File: config.mk
export PLATFORM = sky130hd
export DESIGN_NAME = imem_loader
export DESIGN_NICKNAME = d
export VERILOG_FILES = /design/src/rtl/imem_loader.sv
export SDC_FILE = /design/constraint.sdc
export NUM_CORES = 1
export LEC_CHECK = 0
export CAP_MARGIN = 20
export CORE_MARGIN = 2
export CORE_UTILIZATION = 55
export DETAILED_ROUTE_END_ITERATION = 10
export PLACE_DENSITY_LB_ADDON = 0.08
export SYNTH_ARGS = -nofsm -noshare
export SYNTH_HDL_FRONTEND = slang
export SYNTH_SLANG_ARGS = --single-unit
export TNS_END_PERCENT = 5
File: constraint.sdc
create_clock -name clk -period 2.81 [get_ports clk]
set_clock_uncertainty 0.2 [all_clocks]
set_input_delay 0.562 -clock clk [delete_from_list [all_inputs] [get_ports clk]]
set_output_delay 0.562 -clock clk [all_outputs]
set_load 0.005 [all_outputs]
File: src/rtl/imem_loader.sv
// ---------------------------------------------------------------------------
// imem_loader
//
// Boot-time program loader and the write side of the instruction memory.
// It accepts a framed byte stream over a valid/ready handshake:
//   SYNC_BYTE, LEN_LO, LEN_HI, N*4 data bytes (little-endian words), CHECKSUM
// It assembles 32-bit instruction words and writes each one into the
// instruction RAM. It also holds the core in reset until a complete image
// with a matching checksum has been loaded.
//
// Handshake: a byte moves only in a cycle where in_valid && in_ready are
// both 1 at the rising edge. in_ready is a registered decode of the state
// and never looks at in_valid. The producer must keep in_data stable while
// in_valid is high and in_ready is low.
//
// Ports:
//   clk        system clock, rising edge
//   reset      synchronous, active-high reset
//   start      one-cycle pulse; begins a frame from IDLE, DONE or ERR
//   in_data    stream byte
//   in_valid   in_data is valid
//   in_ready   loader accepts a byte this cycle
//   we         RAM write enable, one-cycle pulse per word
//   waddr      RAM word address (word index, not byte address)
//   wdata      instruction word
//   cpu_hold   keeps the core in reset; low only in DONE
//   done       image loaded and verified
//   error      frame rejected
//   dbg_state  current FSM state, for observation only
// ---------------------------------------------------------------------------
module imem_loader #(
  parameter int          ADDR_W    = 12,
  parameter int          DEPTH     = 4096,
  parameter logic [7:0]  SYNC_BYTE = 8'hA5
) (
  input  logic              clk,
  input  logic              reset,
  input  logic              start,
  input  logic [7:0]        in_data,
  input  logic              in_valid,
  output logic              in_ready,
  output logic              we,
  output logic [ADDR_W-1:0] waddr,
  output logic [31:0]       wdata,
  output logic              cpu_hold,
  output logic              done,
  output logic              error,
  output logic [2:0]        dbg_state
);

  typedef enum logic [2:0] {
    S_IDLE   = 3'd0,
    S_SYNC   = 3'd1,
    S_LEN_LO = 3'd2,
    S_LEN_HI = 3'd3,
    S_DATA   = 3'd4,
    S_CHECK  = 3'd5,
    S_DONE   = 3'd6,
    S_ERR    = 3'd7
  } state_t;

  // One extra bit so that a 16-bit length can be compared against DEPTH
  // even when DEPTH is 65536.
  localparam logic [16:0] LP_DEPTH = 17'(DEPTH);

  state_t            r_state;
  state_t            w_next;
  logic              r_in_ready;
  logic              r_we;
  logic [ADDR_W-1:0] r_waddr;
  logic [31:0]       r_wdata;
  logic              r_cpu_hold;
  logic              r_done;
  logic              r_error;
  logic [7:0]        r_csum;
  logic [1:0]        r_byte_cnt;
  logic [15:0]       r_word_idx;
  logic [15:0]       r_len;
  logic [23:0]       r_asm;       // bytes 0..2 of the word being built

  logic              w_xfer;
  logic              w_start_ok;
  logic              w_word_end;
  logic              w_last_word;
  logic [15:0]       w_len;

  assign w_xfer      = in_valid && r_in_ready;
  assign w_start_ok  = start && (r_state == S_IDLE || r_state == S_DONE ||
                                 r_state == S_ERR);
  // Full length as it stands on the LEN_HI byte.
  assign w_len       = {in_data, r_len[7:0]};
  assign w_word_end  = (r_state == S_DATA) && w_xfer && (r_byte_cnt == 2'd3);
  // DATA is entered only with a non-zero length, so r_len - 1 never wraps.
  assign w_last_word = (r_word_idx == r_len - 16'd1);

  always_comb begin
    w_next = r_state;
    case (r_state)
      S_IDLE, S_DONE, S_ERR: if (start) w_next = S_SYNC;
      S_SYNC:   if (w_xfer) w_next = (in_data == SYNC_BYTE) ? S_LEN_LO : S_ERR;
      S_LEN_LO: if (w_xfer) w_next = S_LEN_HI;
      S_LEN_HI: begin
        if (w_xfer) begin
          if (w_len == 16'd0)                w_next = S_CHECK;
          else if ({1'b0, w_len} > LP_DEPTH) w_next = S_ERR;
          else                               w_next = S_DATA;
        end
      end
      S_DATA:   if (w_word_end && w_last_word) w_next = S_CHECK;
      S_CHECK:  if (w_xfer) w_next = (in_data == r_csum) ? S_DONE : S_ERR;
      default:  w_next = S_IDLE;
    endcase
  end

  always_ff @(posedge clk) begin
    if (reset) begin
      r_state    <= S_IDLE;
      r_in_ready <= 1'b0;
      r_we       <= 1'b0;
      r_waddr    <= '0;
      r_wdata    <= '0;
      r_cpu_hold <= 1'b1;
      r_done     <= 1'b0;
      r_error    <= 1'b0;
      r_csum     <= '0;
      r_byte_cnt <= '0;
      r_word_idx <= '0;
      r_len      <= '0;
      r_asm      <= '0;
    end else begin
      r_state <= w_next;
      // Status outputs are registered from the next state, so each one
      // lines up exactly with the state it describes.
      r_in_ready <= (w_next == S_SYNC) || (w_next == S_LEN_LO) ||
                    (w_next == S_LEN_HI) || (w_next == S_DATA) ||
                    (w_next == S_CHECK);
      r_done     <= (w_next == S_DONE);
      r_error    <= (w_next == S_ERR);
      r_cpu_hold <= (w_next != S_DONE);
      // A word completes at most once every four accepted bytes, so this
      // pulse can never last two cycles.
      r_we       <= w_word_end;

      if (w_start_ok) begin
        r_csum     <= '0;
        r_byte_cnt <= '0;
        r_word_idx <= '0;
        r_len      <= '0;
      end else begin
        if (r_state == S_LEN_LO && w_xfer) r_len[7:0]  <= in_data;
        if (r_state == S_LEN_HI && w_xfer) r_len[15:8] <= in_data;
        if (r_state == S_DATA && w_xfer) begin
          r_csum     <= r_csum + in_data;
          r_byte_cnt <= r_byte_cnt + 2'd1;
          case (r_byte_cnt)
            2'd0:    r_asm[7:0]   <= in_data;
            2'd1:    r_asm[15:8]  <= in_data;
            2'd2:    r_asm[23:16] <= in_data;
            default: ;
          endcase
        end
        // The fourth byte goes straight into the word, which saves a cycle
        // and lets back-to-back bytes write one word every four cycles.
        if (w_word_end) begin
          r_waddr    <= r_word_idx[ADDR_W-1:0];
          r_wdata    <= {in_data, r_asm};
          r_word_idx <= r_word_idx + 16'd1;
        end
      end
    end
  end

  assign in_ready  = r_in_ready;
  assign we        = r_we;
  assign waddr     = r_waddr;
  assign wdata     = r_wdata;
  assign cpu_hold  = r_cpu_hold;
  assign done      = r_done;
  assign error     = r_error;
  assign dbg_state = r_state;

endmodule

==> results.tsv, run 1 <==
metric	value	unit
hpwl	8.80	mm
max_freq	374	MHz
start_kind	flop	
synth_cell_types	57	
clock-sinks	118	
p_sw	920	µW
cpPeakStageDelay	0.52	ns
wl_per_cell	14.5	µm
grt_max_degree	73	
finalSetupViolCount	0	
syn_inst	657	
die_w	103	µm
cts_inserted_buffers	17	
ant_nets	0	
root_buffer	clkbuf_8	
grt_pass1_wl	20.8	mm
finalHoldViolations	0	
clock_power_share	52.4	%
placedCellCount	846	
combPwrFrac	4.8	%
reg2regPathDepth	9	
num_io_pins	64	
final_cell_mix	146 x nand2_1, 118 x dfxtp_1, 86 x a21oi_1	
synth.avg_cell_area	8.15	µm²
synthesis.nets	683	
power_frac_seq	42.8	%
core.rowCount	36	
placed_cell_area	0.00625	mm²
yosysTopAreaCellShare	44.1	%
core-area	0.00959	mm²
fp.dieH	103	µm
gp_congestion	0.875	
yosysWarnings	0	
htreeDepth	4	
yosysSeqAreaShare	44.1	%
tns	0	ns
final_cell_area	0.00682	mm²
synthAdderAreaFrac	3.41	%
required	3.03	ns
drv_cap	0	
timing.rr.end	done	
grt.overflow.total	0	
slowest_stage	or4b_4	
syn_to_final_growth	27.4	%
synth-seq-cells	118	
worst_setup_path_end_kind	flop	
rsz0062_at_grt	no	
hold_buffers	0	
fin_crit	2.67	ns
crit-reg2reg-launch	r_len[1]	
path_cells	inv_1, ha_1, or4b_4, o41ai_4, a21oi_2, nor4_2, nand3_1, o31a_1, and2_4	
synth_compound_area_share	13.2	%
fill_cells	778	
path_class	reg -> reg	
status	finished clean	
switching_share	23.4	%
p_leak	2.39	nW
synth_edf_count	0	
postCtsSetupBuffers	0	
relSlewSlack	52.8	%
total_power	3.94	mW
first_iter_violations	223	
synth_top_area_cell	dfxtp_1	
diodes	0	
crit_end	done	
regArea	0.00236	mm²
crit_fanout	4	
yosys-top-cells-area	dfxtp_1 44%, nand2_1 10%, a21oi_1 8.0%	
antenna_found_initial	0	
final_max_slew_viol_count	0	
cellPowerDensity	578	mW/mm²
cts_tree	built	
startpoint	r_len[1]	
wl	12.8	mm
fin_nets	758	
firstDrtPassIters	5	
drive_gt1_share	10.7	%
synth_ff_type	dfxtp_1	
vias_per_cell	5.41	
final_common_cell	nand2_1	
post_cts_resized	0	
r2r_slack	0.14	ns
track_usage	25.4	%
multiInputGateArea	0.00273	mm²
synth_xor_area_share	7.04	%
synth_mux_area_share	2.81	%
synth_area	0.00535	mm²
clk_pin_slew_worst_paths	0.06	ns
grt_pass1_vias	4375	
clk_path_buf_depth	2	
synthSimpleGateAreaFrac	24.5	%
critPathArrivalTime	2.89	ns
period_share	95.0	%
die_area	0.0105	mm²
port_buffers	63	
tightest_slew	0.708	ns
max-vdd-ir-drop	0.381	mV
start_util	55.8	%
async_flop_share	0	%
worst_hold_path_type	in -> reg	
p_int	3.02	mW
drc_errors	0	
synth_top_family_by_area	simple AND/OR/NAND/NOR gates	
dr_total_vias	4750	
clk_latency	0.52	ns
final-instance-count-excl-fill	878	
## per-stage QoR
step | hold WS (ns) | util (%) | worst slack (ns)
floorplan | 0.232 | - | 0.377
global placement | 0.240 | 65.1 | -0.162
detailed placement | 0.247 | 65.1 | -0.230
CTS | 0.0518 | 71.0 | 0.157
global route | 0.0676 | 71.0 | 0.00489
finish | 0.0697 | 71.0 | 0.139
## area by class of cell
cell class,instances,area share (%)
Multi-Input combinational cell,480,40.0
Sequential cell,118,34.7
Timing Repair Buffer,101,13.7
Clock buffer,17,6.08
Tap cell,133,2.44
Clock inverter,15,2.28
Inverter,14,0.771
## layer usage
metal	share of wire [%]	wire [µm]	global-route usage, %	up-vias
met5	0	0	0	-
met4	1.8	226	10.2	0
met3	4.4	567	5.22	19
met2	48	6080	40.2	116
met1	46	5880	34.1	2236
li1	-	-	-	2379
## state kept, by name, summed over array words and instances, names as in the netlist
| signal | count |
|---|---|
| r_word_idx | 16 |
| r_asm | 24 |
| dbg_state | 3 |
| wdata | 32 |
| we | 1 |
| error | 1 |
| cpu_hold | 1 |
| r_byte_cnt | 2 |
| r_len | 16 |
| in_ready | 1 |
| r_csum | 8 |
| waddr | 12 |
| done | 1 |
## how the worst min path moves through the flow
stage | startpoint | to | slack [ns] | cells past startpoint
after detailed placement | r_asm[10] | r_asm[10] | 0.25 | 2
final | reset | dbg_state[2] | 0.07 | 2
after floorplan | r_asm[0] | wdata[0] | 0.23 | 2
after global routing | reset | dbg_state[2] | 0.07 | 2
after global placement | r_csum[6] | r_csum[6] | 0.24 | 2
after CTS | reset | dbg_state[2] | 0.05 | 2
## cells by family after synthesis
group,count (synthesis)
XOR/XNOR,43
flip-flops,118
multiplexers,15
AND/OR/NAND/NOR,286
adder cells (fa/ha/maj),14
buffers and inverters,59
AO/OA/AOI/OAI,122
## cell usage after synthesis (2+ instances only)
master and number:
a211oi_1 2, a21o_1 3, a21oi_1 86, a31oi_1 2, and2_1 2, and3_1 5, buf_1 6, clkbuf_1 35
dfxtp_1 118, ha_1 13, inv_1 14, mux2i_1 15, nand2_1 146, nand2b_1 2, nand3_1 33, nand4_1 7
nor2_1 50, nor2b_1 5, nor3_1 12, nor3b_1 3, nor4_1 5, nor4b_1 2, o21ai_0 10, o31ai_1 2
o41ai_1 2, or3_1 5, xnor2_1 29, xor2_1 14
## worst max-delay path: cells and delay by family, from the launching register on
family / cells / cell delay, ns
AO/OA/AOI/OAI: 3 / 0.65
adder cells (fa/ha/maj): 1 / 0.22
buffers and inverters: 1 / 0.06
flip-flops: 1 / 0.34
AND/OR/NAND/NOR: 4 / 1.09
## power by group through the flow
| stage | registers, mW | logic (mW) | clock network (mW) |
|---|---|---|---|
| 2_1_floorplan | 1.72 | 0.0995 | 0 |
| 3_3_place_gp | 1.72 | 0.183 | 0 |
| 3_5_place_dp | 1.72 | 0.186 | 0 |
| 4_1_cts | 1.69 | 0.187 | 2.08 |
| 5_1_grt | 1.69 | 0.203 | 2.16 |
| 6_report | 1.69 | 0.188 | 2.06 |
(Power assumes the default switching activity.)
==> run 2, diff against run 1 <==
CTS_CLUSTER_SIZE = 10   (was not set)
SKIP_LAST_GASP = 1   (was not set)
==> results of run 2 <==
The final DEF is identical to that of run 1; final timing and power are the same.
